==> src/rtl/instr_fetch_stage_pkg.sv <==
// Shared definitions for the instruction fetch stage: widths, reset PC, bubble
// encoding, FSM states and the fixed 32-bit MIPS field layout.
// Latency: n/a (definitions only).
// Backpressure: n/a (definitions only).
package instr_fetch_stage_pkg;

  localparam int unsigned ADDR_W_DEF   = 32;
  localparam int unsigned INSTR_W_DEF  = 32;
  localparam logic [31:0] PC_RESET_DEF = 32'h0;
  localparam int unsigned PC_STEP_DEF  = 4;

  // All-zero word decodes as "sll $0,$0,0", which the controller treats as a no-op.
  localparam logic [31:0] NOP_INSTR = 32'h0;

  typedef enum logic [1:0] {
    S_IDLE  = 2'd0,  // one quiet cycle after reset, no request
    S_FETCH = 2'd1,  // request outstanding at PC
    S_DRAIN = 2'd2,  // redirected while a request was outstanding; waiting to discard it
    S_HOLD  = 2'd3   // fetched word parked in skid while downstream stalls
  } fetch_state_e;

  // Field layout of a 32-bit MIPS word, MSB first. Imm overlays {rd, shamt, func}.
  typedef struct packed {
    logic [5:0] opcode;
    logic [4:0] rs;
    logic [4:0] rt;
    logic [4:0] rd;
    logic [4:0] shamt;
    logic [5:0] func;
  } instr_fields_t;

  function automatic instr_fields_t decode_fields(input logic [31:0] instr);
    return instr_fields_t'(instr);
  endfunction

endpackage

==> src/rtl/instr_fetch_stage_if.sv <==
// Instruction memory request/response bus between fetch stage (master) and memory (slave).
// Latency: set by the memory; a transfer completes on any cycle with req_vld & rsp_rdy.
// Backpressure: memory holds off by keeping rsp_rdy low; master keeps req_vld/req_addr stable meanwhile.
interface instr_fetch_stage_if #(
  parameter int unsigned ADDR_W  = 32,
  parameter int unsigned INSTR_W = 32
);
  logic               req_vld;   // fetch request
  logic [ADDR_W-1:0]  req_addr;  // fetch address, stable while req_vld
  logic               rsp_rdy;   // memory completes the request this cycle
  logic [INSTR_W-1:0] rsp_dat;   // instruction word, valid with rsp_rdy

  modport master (output req_vld, req_addr, input rsp_rdy, rsp_dat);
  modport slave  (input req_vld, req_addr, output rsp_rdy, rsp_dat);
endinterface

==> src/rtl/instr_fetch_stage_ifid_reg.sv <==
// IF/ID pipeline register: holds the fetched instruction and its PC+step for decode.
// Latency: 1 cycle from load_i to outputs.
// Backpressure: holds contents whenever load_i is low; flush_i beats load_i.
// Ports: clk_i/rst_n_i; load_i, flush_i controls; instr_i/pc4_i in; valid_o/instr_o/pc4_o out.
module ifid_reg
  import instr_fetch_stage_pkg::*;
#(
  parameter int unsigned ADDR_W  = ADDR_W_DEF,
  parameter int unsigned INSTR_W = INSTR_W_DEF
) (
  input  logic               clk_i,
  input  logic               rst_n_i,
  input  logic               load_i,
  input  logic               flush_i,
  input  logic [INSTR_W-1:0] instr_i,
  input  logic [ADDR_W-1:0]  pc4_i,
  output logic               valid_o,
  output logic [INSTR_W-1:0] instr_o,
  output logic [ADDR_W-1:0]  pc4_o
);

  logic               valid_q;
  logic [INSTR_W-1:0] instr_q;
  logic [ADDR_W-1:0]  pc4_q;

  always_ff @(posedge clk_i or negedge rst_n_i) begin
    if (!rst_n_i) begin
      valid_q <= 1'b0;
      instr_q <= INSTR_W'(NOP_INSTR);
      pc4_q   <= '0;
    end else if (flush_i) begin
      // Flush turns the slot into a bubble; pc4 is meaningless without valid and is left alone.
      valid_q <= 1'b0;
      instr_q <= INSTR_W'(NOP_INSTR);
    end else if (load_i) begin
      valid_q <= 1'b1;
      instr_q <= instr_i;
      pc4_q   <= pc4_i;
    end
  end

  assign valid_o = valid_q;
  assign instr_o = instr_q;
  assign pc4_o   = pc4_q;

endmodule

==> src/rtl/instr_fetch_stage.sv <==
// Fetch stage + IF/ID register: owns the PC, fetches over a req/rdy memory bus, decodes fields.
// Latency: rsp_rdy in cycle N -> IF/ID and decoded fields visible in N+1; 1 instr/cycle with 1-cycle memory.
// Backpressure: stall_i freezes IF/ID; a word arriving under stall is parked in a one-entry skid.
// Ports: clk_i, rst_n_i; stall_i, branch_taken_i, branch_target_i; imem (master bus);
//        ifid_valid_o, ifid_instr_o, ifid_pc4_o; opcode_o, func_o, rs_o, rt_o, rd_o, shamt_o, imm_o.
module instr_fetch_stage
  import instr_fetch_stage_pkg::*;
#(
  parameter int unsigned       ADDR_W   = ADDR_W_DEF,
  parameter int unsigned       INSTR_W  = INSTR_W_DEF,
  parameter logic [ADDR_W-1:0] PC_RESET = ADDR_W'(PC_RESET_DEF),
  parameter int unsigned       PC_STEP  = PC_STEP_DEF
) (
  input  logic                clk_i,
  input  logic                rst_n_i,
  input  logic                stall_i,
  input  logic                branch_taken_i,
  input  logic [ADDR_W-1:0]   branch_target_i,
  instr_fetch_stage_if.master imem,
  output logic                ifid_valid_o,
  output logic [INSTR_W-1:0]  ifid_instr_o,
  output logic [ADDR_W-1:0]   ifid_pc4_o,
  output logic [5:0]          opcode_o,
  output logic [5:0]          func_o,
  output logic [4:0]          rs_o,
  output logic [4:0]          rt_o,
  output logic [4:0]          rd_o,
  output logic [4:0]          shamt_o,
  output logic [15:0]         imm_o
);

  fetch_state_e       state_q, state_d;
  logic [ADDR_W-1:0]  pc_q, pc_d;
  logic [ADDR_W-1:0]  tgt_q, tgt_d;     // redirect target saved while draining
  logic [INSTR_W-1:0] skid_q, skid_d;   // only meaningful in S_HOLD

  logic               ifid_load;
  logic               ifid_flush;
  logic [INSTR_W-1:0] ifid_instr_in;

  logic [ADDR_W-1:0]  pc_next;
  logic [ADDR_W-1:0]  br_tgt;
  logic               xfer_rdy;

  // Wraps modulo 2^ADDR_W by construction.
  assign pc_next  = pc_q + ADDR_W'(PC_STEP);
  // Instructions are word aligned; low bits of the target are ignored.
  assign br_tgt   = {branch_target_i[ADDR_W-1:2], 2'b00};
  assign xfer_rdy = imem.rsp_rdy;

  always_ff @(posedge clk_i or negedge rst_n_i) begin
    if (!rst_n_i) begin
      state_q <= S_IDLE;
      pc_q    <= PC_RESET;
      tgt_q   <= '0;
      skid_q  <= '0;
    end else begin
      state_q <= state_d;
      pc_q    <= pc_d;
      tgt_q   <= tgt_d;
      skid_q  <= skid_d;
    end
  end

  always_comb begin
    state_d       = state_q;
    pc_d          = pc_q;
    tgt_d         = tgt_q;
    skid_d        = skid_q;
    ifid_load     = 1'b0;
    // A redirect always kills whatever is in IF/ID, stalled or not.
    ifid_flush    = branch_taken_i;
    ifid_instr_in = imem.rsp_dat;

    unique case (state_q)
      S_IDLE: begin
        state_d = S_FETCH;
        if (branch_taken_i) pc_d = br_tgt;
      end

      S_FETCH: begin
        if (xfer_rdy) begin
          if (branch_taken_i) begin
            pc_d = br_tgt;               // returned word is on the wrong path
          end else if (stall_i) begin
            skid_d  = imem.rsp_dat;      // PC advances when the skid drains
            state_d = S_HOLD;
          end else begin
            ifid_load = 1'b1;
            pc_d      = pc_next;
          end
        end else if (branch_taken_i) begin
          // Request cannot be withdrawn: let it complete, then discard it.
          tgt_d   = br_tgt;
          state_d = S_DRAIN;
        end
      end

      S_DRAIN: begin
        if (branch_taken_i) tgt_d = br_tgt;   // latest redirect wins
        if (xfer_rdy) begin
          pc_d    = branch_taken_i ? br_tgt : tgt_q;
          state_d = S_FETCH;
        end
      end

      S_HOLD: begin
        if (branch_taken_i) begin
          pc_d    = br_tgt;
          state_d = S_FETCH;
        end else if (!stall_i) begin
          ifid_load     = 1'b1;
          ifid_instr_in = skid_q;
          pc_d          = pc_next;
          state_d       = S_FETCH;
        end
      end

      default: state_d = S_IDLE;
    endcase
  end

  assign imem.req_vld  = (state_q == S_FETCH) || (state_q == S_DRAIN);
  assign imem.req_addr = pc_q;

  ifid_reg #(
    .ADDR_W  (ADDR_W),
    .INSTR_W (INSTR_W)
  ) u_ifid_reg (
    .clk_i   (clk_i),
    .rst_n_i (rst_n_i),
    .load_i  (ifid_load),
    .flush_i (ifid_flush),
    .instr_i (ifid_instr_in),
    .pc4_i   (pc_next),
    .valid_o (ifid_valid_o),
    .instr_o (ifid_instr_o),
    .pc4_o   (ifid_pc4_o)
  );

  instr_fields_t fields;
  assign fields   = decode_fields(ifid_instr_o[31:0]);
  assign opcode_o = fields.opcode;
  assign func_o   = fields.func;
  assign rs_o     = fields.rs;
  assign rt_o     = fields.rt;
  assign rd_o     = fields.rd;
  assign shamt_o  = fields.shamt;
  assign imm_o    = {fields.rd, fields.shamt, fields.func};

endmodule

==> src/flat_wrapper.sv <==
// flat-port wrapper written by rule: the top's interface ports become plain ports
module instr_fetch_stage_flat import instr_fetch_stage_pkg::*;
#(
  parameter int unsigned       ADDR_W   = ADDR_W_DEF,
  parameter int unsigned       INSTR_W  = INSTR_W_DEF,
  parameter logic [ADDR_W-1:0] PC_RESET = ADDR_W'(PC_RESET_DEF),
  parameter int unsigned       PC_STEP  = PC_STEP_DEF
)
  (clk_i, rst_n_i, stall_i, branch_taken_i, branch_target_i, ifid_valid_o, ifid_instr_o, ifid_pc4_o, opcode_o, func_o, rs_o, rt_o, rd_o, shamt_o, imm_o, imem_req_vld, imem_req_addr, imem_rsp_rdy, imem_rsp_dat);
  instr_fetch_stage_if #(.ADDR_W(ADDR_W), .INSTR_W(INSTR_W)) imem_i ();
  input  logic clk_i;
  input  logic rst_n_i;
  input  logic stall_i;
  input  logic branch_taken_i;
  input  logic [ADDR_W-1:0] branch_target_i;
  output logic ifid_valid_o;
  output logic [INSTR_W-1:0] ifid_instr_o;
  output logic [ADDR_W-1:0] ifid_pc4_o;
  output logic [5:0] opcode_o;
  output logic [5:0] func_o;
  output logic [4:0] rs_o;
  output logic [4:0] rt_o;
  output logic [4:0] rd_o;
  output logic [4:0] shamt_o;
  output logic [15:0] imm_o;
  output wire logic [$bits(imem_i.req_vld)-1:0] imem_req_vld;
  output wire logic [$bits(imem_i.req_addr)-1:0] imem_req_addr;
  input wire logic [$bits(imem_i.rsp_rdy)-1:0] imem_rsp_rdy;
  input wire logic [$bits(imem_i.rsp_dat)-1:0] imem_rsp_dat;
  assign imem_req_vld = imem_i.req_vld;
  assign imem_req_addr = imem_i.req_addr;
  assign imem_i.rsp_rdy = imem_rsp_rdy;
  assign imem_i.rsp_dat = imem_rsp_dat;
  instr_fetch_stage #(.ADDR_W(ADDR_W), .INSTR_W(INSTR_W), .PC_RESET(PC_RESET), .PC_STEP(PC_STEP)) u_core (.clk_i(clk_i), .rst_n_i(rst_n_i), .stall_i(stall_i), .branch_taken_i(branch_taken_i), .branch_target_i(branch_target_i), .imem(imem_i), .ifid_valid_o(ifid_valid_o), .ifid_instr_o(ifid_instr_o), .ifid_pc4_o(ifid_pc4_o), .opcode_o(opcode_o), .func_o(func_o), .rs_o(rs_o), .rt_o(rt_o), .rd_o(rd_o), .shamt_o(shamt_o), .imm_o(imm_o));
endmodule
==> config.mk <==
export PLATFORM = sky130hd
export DESIGN_NAME = instr_fetch_stage_flat
export DESIGN_NICKNAME = d
export VERILOG_FILES = /design/src/rtl/instr_fetch_stage_pkg.sv /design/src/rtl/instr_fetch_stage_if.sv /design/src/rtl/instr_fetch_stage_ifid_reg.sv /design/src/rtl/instr_fetch_stage.sv /design/src/flat_wrapper.sv
export SDC_FILE = /design/constraint.sdc
export NUM_CORES = 1
export LEC_CHECK = 0
export ABC_AREA = 1
export BUFFER_PORTS_ARGS = -buffer_cell sky130_fd_sc_hd__buf_2
export CAP_MARGIN = 20
export CORE_UTILIZATION = 55
export CTS_BUF_LIST = sky130_fd_sc_hd__clkbuf_2 sky130_fd_sc_hd__clkbuf_4 sky130_fd_sc_hd__clkbuf_8
export DETAILED_ROUTE_END_ITERATION = 7
export GPL_TIMING_DRIVEN = 0
export PLACE_DENSITY = 0.82
export SYNTH_ARGS = -nofsm -noshare
export SYNTH_HDL_FRONTEND = slang
export SYNTH_HIERARCHICAL = 1
export SYNTH_SLANG_ARGS = --single-unit
==> constraint.sdc <==
create_clock -name clk_i -period 2.4 [get_ports clk_i]
set_clock_uncertainty 0.15 [all_clocks]
set_input_delay 0.36 -clock clk_i [delete_from_list [all_inputs] [get_ports clk_i]]
set_output_delay 0.36 -clock clk_i [all_outputs]
set_load 0.01 [all_outputs]
=== After elaboration in Yosys (flattened, before gate mapping) ===
Cells that the tools add are included.

* $add $sub $neg: 1
* Eq/ne operators: 11
* Mux-type cells: 27
* Bitwise gates (word level): 1
* Reduce and logical (&&, ||, !) cells: 9

{| class="wikitable"
|+ Operators by type and width
! kind !! count
|-
| $mux 32 || 11
|-
| $pmux 32 s4 || 1
|-
| $pmux 32 s2 || 1
|-
| $add 32x3->32 const B || 1
|-
| $mux 2 || 7
|-
| $ne 3x3->1 const B || 4
|-
| $ne 2x2->1 const B || 4
|-
| $pmux 2 s4 || 1
|-
| $reduce_and 3->1 || 2
|-
| $mux 1 || 5
|-
| $reduce_and 5->1 || 1
|-
| $eq 2x2->1 const B || 2
|-
| $reduce_and 2->1 || 2
|-
| $reduce_bool 2->1 || 2
|-
| $eq 2x1->1 const B || 1
|-
| $logic_not 2->1 || 1
|-
| $pmux 1 s2 || 1
|-
| $logic_or 1x1->1 || 1
|-
| $not 1->1 || 1
|}

* Register bits: 163
* Bits of input ports: 69
* Word-level logic and storage cells: 56

=== Longest topological paths before layout ===
* Depth in word-level cells: 6
* Gate-level depth with buffers: 12
* Gate-level depth less buffers: 12

=== Modules after synthesis ===
The synthesis kept the hierarchy.

{| class="wikitable"
|+ By module, submodules not included
! module !! times used !! cells each !! area an instance (um^2) !! seq. area each (um^2)
|-
| instr_fetch_stage || 1 || 1,022 || 6,971.7 || 2,452.4
|-
| ifid_reg || 1 || 282 || 2,544.9 || 1,626.6
|}

=== Worst setup path after synthesis ===
OpenSTA, ideal clock, no wires.

* Path type: register to register
* Start: reg u_core.state_q[1]
* End: reg u_core.u_ifid_reg.instr_q[21], in the netlist u_core/u_ifid_reg/instr_o[21]
* Library setup time: 66 ps
* Data arrival time: 1,936 ps
* Required time: 2,184 ps
* Setup slack: 248 ps
* Stages on the path, launching flop included: 12
* Cells stage by stage: dfrtp_1 inv_1 ha_1 inv_1 nor3_1 clkbuf_1 nor2_1 nor2_1 buf_2 buf_2 nand3_1 nand2_1

{| class="wikitable"
|+ RTL lines
! element !! RTL line !! RTL
|-
| start: declaration || instr_fetch_stage.sv:32 || <nowiki>fetch_state_e state_q, state_d;</nowiki>
|-
| start signal: assignment || instr_fetch_stage.sv:58 || <nowiki>state_q <= state_d;</nowiki>
|-
| $eq 2x2->1 / $eq 2x1->1 (equally long branches) || instr_fetch_stage.sv:75 || <nowiki>unique case (state_q)</nowiki>
|-
| $pmux 1 s2 * || instr_fetch_stage.sv:75 ||
|-
| via u_core.ifid_load || instr_fetch_stage.sv:37 || <nowiki>logic ifid_load;</nowiki>
|-
| $reduce_bool 2->1 (no line) * || -- ||
|-
| end signal: assignment || instr_fetch_stage_ifid_reg.sv:29 || <nowiki>instr_q <= INSTR_W'(NOP_INSTR);</nowiki>
|-
| end signal: assignment || instr_fetch_stage_ifid_reg.sv:34 || <nowiki>instr_q <= INSTR_W'(NOP_INSTR);</nowiki>
|-
| end signal: assignment || instr_fetch_stage_ifid_reg.sv:37 || <nowiki>instr_q <= instr_i;</nowiki>
|-
| end: declaration || instr_fetch_stage_ifid_reg.sv:23 || <nowiki>logic [INSTR_W-1:0] instr_q;</nowiki>
|}

The timed path passes the listed nets; every way through them passes the cells marked *. The select of a mux whose other input is x is not followed.
A chain may end at the register's enable or synchronous reset.

=== Final worst setup path ===
* Start: reg u_core.state_q[1]
* End: reg u_core.u_ifid_reg.instr_q[7], in the netlist u_core/u_ifid_reg/instr_o[7]

Same word-level chain as after synthesis.

==> impl_results.md <==
* Status: complete, no violations
* XOR/XNOR share of the synthesized area at roughly 1.4%
* Crit. End Element: flip-flop
* DIE WIDTH at roughly 130 um
* Most used cell, CP: inv_1
* Sink Count at ~160
* Hold depth at 3
* Crit-path slowest cell: dfrtp_1
* Worst Hold Class: in -> reg
* Dpl cells at about 1,700
* Vias at 9,419
* Post-synthesis mux area share at under 10%
* Place WS at -0.384 ns
* Via-to-Cell Ratio at 5.32
* Initial Utilization at a little under three fifths
* Synth area leaders: dfrtp_1, nand2_1, o21ai_0, nand3_1, buf_4
* Layout area overhead at 19.7%
* Net Sw Power at ~0.0055 W
* Worst setup path start: u_core/state_q[1]
* Pleak at 6.23 nW
* Die ar. at 0.0178 mm2
* Final Max Slew Viols at 0
* Drt pass-1 iters at 5
* Largest net degree at the start of global routing at 112
* Wire length of the first global-routing pass at between 40 and 50 mm
* Layout Cells excl Fill at about 1,800
* Compound-gate portion of the synthesized area at around 11%
* RSZ-0062 raised after global routing: true
* Crit Path Class: reg -> reg
* RD Place Congestion at approximately 0.95
* Switching fraction of total power at about 44%
* Final Hold Vio Count at 0
* Site Rows at 47
* Most frequent cells in the layout: nand2_1, buf_2, dfrtp_1
* Initial antenna violation count at 0
* RR Endpoint: u_core/u_ifid_reg/instr_o[7]
* Total CTS buffers at 17
* Logic pwr share at roughly 47%
* Avg Cell Area, Syn at ~7.3 um2
* Die H at 134 um
* Yosys cell types at 34
* Final setup vio count at 0
* Drt drc at 0
* Antenna-violating nets left at 0
* ANT cells at 0
* Int Pwr at 0.00689 W
* Layout Nets at 1,613
* PortBufs at roughly 210
* Fraction of layout cells with a size suffix above 1 at 26.3%
* Final Util at around two thirds
* Post-Synth Simple-Gate Area at 28.8%
* R2r worst-path depth at 11
* Worst-path clk slew at about 0.090 ns
* CP Data Required Time at between 2 and 3 ns
* WL final at about 28 mm
* Mapped cell area at around 0.0095 mm2
* Initial drt markers at between 800 and 900
* Yosys top cell area share at between 40% and 50%
* Commonest non-fill, non-tap cell in the layout: nand2_1
* Largest family of logic cells by synthesized area: simple AND/OR/NAND/NOR gates
* Clk buf depth at 2
* Worst R2R Setup Slack at between 0.04 and 0.05 ns
* Maxcap violations at 0
* Tot Pwr at ~0.012 W
* Clock latency at the later pin of the worst-skew pair at ~0.46 ns
* Reg-to-Reg Start: u_core/state_q[1]
* I/O pins at between 200 and 250
* Post-synthesis sequential area ratio at between 40% and 50%
* DP HPWL at 21.7 mm
* Clock root buffer master: clkbuf_8
* Vias in the first global route at about 8,900
* Core area at 0.0168 mm2
* Power density over the cells at 1090 mW/mm2
* Worst Tran Pin Value at around 0.55 ns
* Synth Instances at between 1,000 and 1,500
* Critical-path cell list: inv_1, ha_2, inv_1, nor3_4, clkbuf_8, nor2_1, nor2_2, buf_6, clkbuf_4, nand3_1, nand2_1
* CTS tree: built
* Max stage delay on crit path at about 0.43 ns
* Worst vdd ir at roughly 560 uV
* Period utilization at 98.2%
* Clock power frac at between 10% and 20%
* Setup WS post-layout at 0.0439 ns
* FMAX at roughly 420 MHz
* Register share of total power at between 30 and 40%
* # H-tree levels at 4
* Crit path launch type: flip-flop
* Avg WL per Cell at 16.0 um
* Synth Area in Adders at 0.789%
* Worst rel slew slack at 63.2%
* Synth Net Count at 1,379
* Worst setup path end: u_core/u_ifid_reg/instr_o[7]
* Total GRT Usage at 32.5%
* WP data arrival at roughly 2.6 ns
* YS warnings at 6
* Global route overflow at 0
* Crit-path max FO at 10
* FF+latch count, synth at about 160
* Final Critical Period at 2.36 ns
* Biggest area consumer among synthesized cells: dfrtp_1
* Final TNS setup at 0 ns
cells by family (layout without fill, tap and decap cells):
logic type,Yosys count,in the layout
multiplexers,32,32
adder cells (fa/ha/maj),6,6
buffers and inverters,217,463
XOR/XNOR,11,11
AND/OR/NAND/NOR,670,670
AO/OA/AOI/OAI,205,205
flip-flops,163,163
final cells by class:
class / count / area (um2)
Fill cell: 1479 / 5370
Multi-Input combinational cell: 924 / 4400
Sequential cell: 163 / 4080
Timing Repair Buffer: 215 / 1120
Buffer: 120 / 746
Inverter: 97 / 364
Tap cell: 220 / 275
Clock buffer: 17 / 234
Clock inverter: 14 / 176
critical path, delay by kind of cell, from the launching register on:
family	cells	cell delay, ns
simple gates	5	0.64
fa+ha+maj	1	0.25
flops	1	0.43
buf+inv	5	0.82
synth_stat cells, drive strengths merged:
cell / count
clkbuf: 26
a21oi: 35
mux2: 32
or2: 1
nand3: 81
nor3: 5
and2: 4
nand4: 1
nand2: 466
a21o: 3
o21a: 2
o21ai: 157
xnor2: 4
inv: 97
o211ai: 3
nor2: 107
o2111ai: 2
xor2: 7
a21boi: 3
ha: 6
dfrtp: 163
buf: 94
nand3b: 5
flip-flops by register name (all words and copies together), names as in the netlist:
| register | cells |
|---|---|
| u_core/skid_q | 32 |
| u_core/imem.req_addr | 32 |
| u_core/state_q | 2 |
| u_core/u_ifid_reg/instr_o | 32 |
| u_core/u_ifid_reg/valid_o | 1 |
| u_core/tgt_q | 32 |
| u_core/u_ifid_reg/pc4_o | 32 |
per-stage QoR:
step,hold WS [ns],cell area [um2]
after floorplan,-0.0856,9520
after global placement,0.300,10900
after detailed placement,0.152,10900
after CTS,0.0124,11300
after global routing,0.0305,11400
final,0.0333,11400
power groups by stage:
stage | clock [W] | sequential, W | combinational (W)
finish | 0.00210 | 0.00451 | 0.00579
detailed placement | 0 | 0.00455 | 0.00560
global placement | 0 | 0.00452 | 0.00547
CTS | 0.00214 | 0.00450 | 0.00567
global route | 0.00226 | 0.00462 | 0.00642
floorplan | 0 | 0.00457 | 0.00351
worst min path at each step:
stage	start	slack (ns)	endpoint
6_report	branch_target_i[3]	0.03	u_core/imem.req_addr[3]
5_1_grt	branch_target_i[3]	0.03	u_core/imem.req_addr[3]
4_1_cts	branch_target_i[3]	0.01	u_core/imem.req_addr[3]
3_5_place_dp	rst_n_i	0.15	u_core/tgt_q[5]
3_3_place_gp	u_core/u_ifid_reg/pc4_o[0]	0.30	u_core/u_ifid_reg/pc4_o[0]
2_1_floorplan	rst_n_i	-0.09	u_core/imem.req_addr[0]
per-layer routing:
metal | global-route usage (%) | vias to the layer above | wire length, um
li1 | - | 4573 | -
met2 | 54.9 | 410 | 13800
met4 | 11.9 | 0 | 584
met3 | 4.53 | 42 | 1910
met1 | 42.7 | 4394 | 12000
met5 | 0 | - | 0
timing repair:
item,in CTS,in global routing
setup endpoints to repair,68,115
hold endpoints to repair,52,0
setup buffers,0,1
hold buffers,1,0
pin swaps,0,1
gates resized for setup,12,22
Power figures use the tool's default switching activity.
